`config.mk`:
```
export PLATFORM = sky130hd
export DESIGN_NAME = sha256_msg_padder
export DESIGN_NICKNAME = d
export VERILOG_FILES = /design/src/rtl/sha256_msg_padder.sv
export SDC_FILE = /design/constraint.sdc
export NUM_CORES = 1
export LEC_CHECK = 0
export ABC_AREA = 1
export BUFFER_PORTS_ARGS = -buffer_cell sky130_fd_sc_hd__buf_4
export CAP_MARGIN = 0
export CELL_PAD_IN_SITES_DETAIL_PLACEMENT = 1
export CELL_PAD_IN_SITES_GLOBAL_PLACEMENT = 2
export CORE_ASPECT_RATIO = 0.5
export CORE_MARGIN = 2
export CORE_UTILIZATION = 27
export DETAILED_ROUTE_END_ITERATION = 7
export PLACE_DENSITY = 0.79
export SKIP_CTS_REPAIR_TIMING = 1
export SLEW_MARGIN = 5
export SYNTH_ARGS = -nofsm -noshare
export SYNTH_HDL_FRONTEND = slang
export SYNTH_SLANG_ARGS = --single-unit
```
`constraint.sdc`:
```
create_clock -name clk -period 2.54 [get_ports clk]
set_input_delay 0.254 -clock clk [delete_from_list [all_inputs] [get_ports clk]]
set_output_delay 0.254 -clock clk [all_outputs]
set_load 0.01 [all_outputs]
```
`src/rtl/sha256_msg_padder.sv`:
```
// SHA-256 message padder: packs 64-bit message beats into 512-bit chunks and
// appends the 0x80 marker, zero fill and the 64-bit big-endian bit length.
// Message word j is carried at chunk[32*j +: 32].
// Optional feature macro: SHA_PAD_CHUNK_CNT_EN adds the chunk_count output.
module sha256_msg_padder #(
    parameter int CHUNKSIZE = 512,
    parameter int IN_W      = 64,
    parameter int LEN_W     = 64
) (
    input  logic                 clk,
    input  logic                 reset,
    input  logic                 in_valid,
    output logic                 in_ready,
    input  logic [IN_W-1:0]      in_data,
    input  logic                 in_last,
    input  logic [3:0]           in_bytes,
    output logic                 chunk_valid,
    input  logic                 chunk_ready,
    output logic [CHUNKSIZE-1:0] chunk,
    output logic                 chunk_last
`ifdef SHA_PAD_CHUNK_CNT_EN
    ,
    output logic [31:0]          chunk_count
`endif
);

    typedef enum logic [1:0] {S_FILL, S_EMIT, S_PAD} state_t;

    state_t               state;
    logic [2:0]           slot;
    logic [LEN_W-1:0]     length;
    logic                 pad_pend;
    logic                 marker;
    logic [CHUNKSIZE-1:0] buffer;

    logic [3:0]           n;
    logic [6:0]           off;
    logic [IN_W-1:0]      beat;
    logic [LEN_W-1:0]     len_last;
    logic [63:0]          len_field;
    logic [63:0]          pad_field;

    assign chunk = buffer;

    // Final-beat shaping: keep the first n bytes, place 0x80 at byte n, zero the rest.
    always_comb begin
        n         = (in_bytes > 4'd8) ? 4'd8 : in_bytes;
        off       = {1'b0, slot, 3'b000} + {3'b000, n};
        len_last  = length + LEN_W'({n, 3'b000});
        len_field = 64'(len_last);
        pad_field = 64'(length);
        beat      = '0;
        for (int unsigned k = 0; k < 8; k++) begin
            if (k < 32'(n))
                beat[32*(k/4) + 31 - 8*(k%4) -: 8] = in_data[32*(k/4) + 31 - 8*(k%4) -: 8];
            else if (k == 32'(n))
                beat[32*(k/4) + 31 - 8*(k%4) -: 8] = 8'h80;
        end
    end

    // Fill / emit / pad sequencer with registered handshake outputs.
    always_ff @(posedge clk) begin
        if (!reset) begin
            state       <= S_FILL;
            slot        <= '0;
            length      <= '0;
            buffer      <= '0;
            pad_pend    <= 1'b0;
            marker      <= 1'b0;
            in_ready    <= 1'b0;
            chunk_valid <= 1'b0;
            chunk_last  <= 1'b0;
`ifdef SHA_PAD_CHUNK_CNT_EN
            chunk_count <= '0;
`endif
        end else begin
            case (state)
                S_FILL: begin
                    in_ready <= 1'b1;
                    if (in_valid && in_ready) begin
                        if (!in_last) begin
                            buffer[{slot, 6'b000000} +: 64] <= in_data;
                            length <= length + LEN_W'(64);
                            slot   <= slot + 3'd1;
                            if (slot == 3'd7) begin
                                state       <= S_EMIT;
                                in_ready    <= 1'b0;
                                chunk_valid <= 1'b1;
                                chunk_last  <= 1'b0;
                                pad_pend    <= 1'b0;
                            end
                        end else begin
                            buffer[{slot, 6'b000000} +: 64] <= beat;
                            length      <= len_last;
                            state       <= S_EMIT;
                            in_ready    <= 1'b0;
                            chunk_valid <= 1'b1;
                            // A full final beat leaves the marker for the next word pair.
                            if (n == 4'd8 && slot != 3'd7)
                                buffer[{slot + 3'd1, 6'b000000} +: 32] <= 32'h80000000;
                            if (off <= 7'd55) begin
                                buffer[479:448] <= len_field[63:32];
                                buffer[511:480] <= len_field[31:0];
                                chunk_last      <= 1'b1;
                                pad_pend        <= 1'b0;
                            end else begin
                                chunk_last <= 1'b0;
                                pad_pend   <= 1'b1;
                                marker     <= (off == 7'd64);
                            end
                        end
                    end
                end
                S_EMIT: begin
                    if (chunk_ready) begin
                        chunk_valid <= 1'b0;
                        chunk_last  <= 1'b0;
`ifdef SHA_PAD_CHUNK_CNT_EN
                        chunk_count <= chunk_count + 32'd1;
`endif
                        if (chunk_last)
                            length <= '0;
                        if (pad_pend) begin
                            state <= S_PAD;
                        end else begin
                            state    <= S_FILL;
                            slot     <= '0;
                            buffer   <= '0;
                            in_ready <= 1'b1;
                        end
                    end
                end
                S_PAD: begin
                    buffer          <= '0;
                    buffer[31:0]    <= marker ? 32'h80000000 : 32'h0;
                    buffer[479:448] <= pad_field[63:32];
                    buffer[511:480] <= pad_field[31:0];
                    chunk_last      <= 1'b1;
                    chunk_valid     <= 1'b1;
                    pad_pend        <= 1'b0;
                    state           <= S_EMIT;
                end
                default: state <= S_FILL;
            endcase
        end
    end

endmodule

```
==> impl_metrics.ini <==
[floorplanning]
core_mm2 = 0.115
rows = 88
io_pins = 588
die_h_um = 244
dieWidth_um = 484
dieArea_mm2 = 0.118
start_util = 0.271

[logic_synthesis]
async_flop_share = 0
ys_ff_latch = 583
syn_area_mm2 = 0.0311
synth_edf_count = 0
ys.flop_type = dfxtp_1
syn_area_per_cell_um2 = 6.51
synth_top_area_cell = dfxtp_1
ys_types = 53
syn_nets = 4874
synth_top_area_frac = 0.375
netlist_instances = 4781
ys_seq_area_frac = 0.375
synth_area_leaders = dfxtp_1 (37%), nand2_1 (15%), a21oi_1 (9.3%)
yosysWarnings = 0

[timing]
relSlewSlack = 0.210
rsz0062_at_grt = yes
drv_slew = 0
timing.hold.ws_ns = -0.0223
tightestPinTransition_ns = 1.18
setup_slack_ns = -0.0300
clock_skew_ns = 0.0384
final-setup-viol-count = 3
fin_tns_setup_ns = -0.0505
min_period_over_period = 1.01
finalHoldViolations = 1
fmax_ghz = 0.389
period_minus_slack_ns = 2.57

[cells_and_area]
area.growth.synth_to_final_pct = 40.8
drive_above_1_share = 0.246
mostFrequentLayoutCells = nand2_1 (1255), buf_4 (1028), dfxtp_1 (578)
fin_util = 0.382
num-nets-final = 5768
instances_no_fill = 7262
layout_commonest_cell = nand2_1
final_cell_area_mm2 = 0.0438

[power_and_ir_drop]
switchingPower_mw = 17.1
p_int_mw = 21.7
p_total_mw = 38.9
combPwrFrac = 0.455
p_leak_nw = 18.3
powerDensity_mw_per_mm2 = 886
netSwitchingFraction = 0.441
clock_power_share = 0.255
ir_drop_mv = 0.647
p_seq_frac = 0.289

[clocking]
cts.htree.levels = 2
cts_buffers = 59
clk_latency_ns = 0.70
cts_tree = done
clk_path_buf_depth = 3
clk_pin_slew_ns = 0.07
cts.sink_count = 583
root_buffer = clkbuf_16

[placed_design]
place_ws_ns = -0.303
port_buffers = 587
dpl.cell_count = 7094
placed_area_mm2 = 0.0405
dp_hpwl_mm = 159
gp_congestion = 0.989

[status]
violations = hold timing, setup timing
outcome = complete, but fails checks

[routing]
dr.first_iter.drc_count = 3863
wl_per_cell_um = 28.1
remaining_drc_errors = 0
finalWirelength_mm = 204
drtAntennaViolNets = 0
dr.pass1.iters = 6
num_vias = 39700
drt-vias-per-instance = 5.47

[setup_path]
cp.required_ns = 3.16
worstPathArrival_ns = 3.19
end_kind = register
crit_fanout = 7
start_kind = register
critPathKind = reg -> reg
r2r_cells = 14

[global_routing]
grt_pass1_vias = 38200
gr-total-overflow = 0
grt_util_all_layers = 0.324
antenna_found_initial = 13
grt_use_met1 = 0.450
met3_usage = 0.0573
grt_max_degree = 94
top_usage_layer = met2
met2_usage = 0.501
grt_pass1_wl_mm = 282

[min_path]
hold_path_class = in -> reg
hold_depth = 5

[flow_run]
drv_cap = 0
[Yosys cell counts, types with 42 or more instances]
master    number
inv_1        290
nand2_1     1273
nand4_1       53
dfxtp_1      583
clkbuf_1     159
buf_2         94
o21ai_0      500
o211ai_1      66
nor3_1        42
nor2_1       458
nand3_1      320
a21oi_1      581
[registers in the layout, indices dropped and copies added, names as in the netlist]
signal	flops
pad_pend	1
length	61
slot	3
marker	1
in_ready	1
chunk_last	1
chunk_valid	1
chunk	512
state	2
[metal layers]
metal | routed length (µm) | share of wire | up-vias
li1 | - | - | 17800
met1 | 90200 | 0.44 | 20000
met2 | 90100 | 0.44 | 1570
met3 | 15700 | 0.077 | 333
met4 | 7950 | 0.039 | 2
met5 | 13 | 0.000064 | -
[cell families after synthesis]
group	Yosys count	synth area share
compound gates	1313	0.231
xor+xnor	31	0.00872
fa+ha+maj	20	0.00828
buf+inv	616	0.0803
flops	583	0.375
simple gates	2218	0.297
[final cells by class]
type | instances | area [µm²]
fill | 14500 | 71000
clock inverter | 29 | 389
tap | 1530 | 1910
timing repair inverter | 1 | 7.51
antenna | 8 | 20.0
inverter | 321 | 1260
multi-input combinational | 3582 | 17500
clock buffer | 81 | 1700
sequential | 583 | 11700
timing repair buffer | 1127 | 9420
[worst max-delay path: stages, from the launching register on]
cell and delay [ns]:
dfxtp_2 0.35, buf_4 0.12, inv_4 0.04, ha_1 0.23, ha_4 0.20, inv_2 0.08
nand2_1 0.12, nor2_4 0.13, buf_4 0.19, nand2_1 0.09, inv_1 0.27, nand2_1 0.28
nand2_1 0.21, o21ai_0 0.10, inv_1 0.06
[path summary, 6_finish.rpt]
path / start / to / slack (ns)
setup reg to reg: slot[0]$_SDFFE_PN0P_ / chunk[508]$_SDFFE_PN0P_ / -0.03
setup / recovery: slot[0]$_SDFFE_PN0P_ / chunk[508]$_SDFFE_PN0P_ / -0.03
hold / removal: in_data[11] / chunk[203]$_SDFFE_PN0P_ / -0.02
hold reg to reg: chunk[429]$_SDFFE_PN0P_ / chunk[429]$_SDFFE_PN0P_ / 0.47
[power by group through the flow]
stage	logic (mW)	registers [mW]	clock network [mW]
3_5_place_dp	16.0	11.4	0
4_1_cts	16.0	11.2	10.0
5_1_grt	18.6	11.3	10.4
2_1_floorplan	7.44	11.4	0
3_3_place_gp	15.8	11.4	0
6_report	17.7	11.2	9.92
No activity file was read; power rests on OpenSTA's default activity.
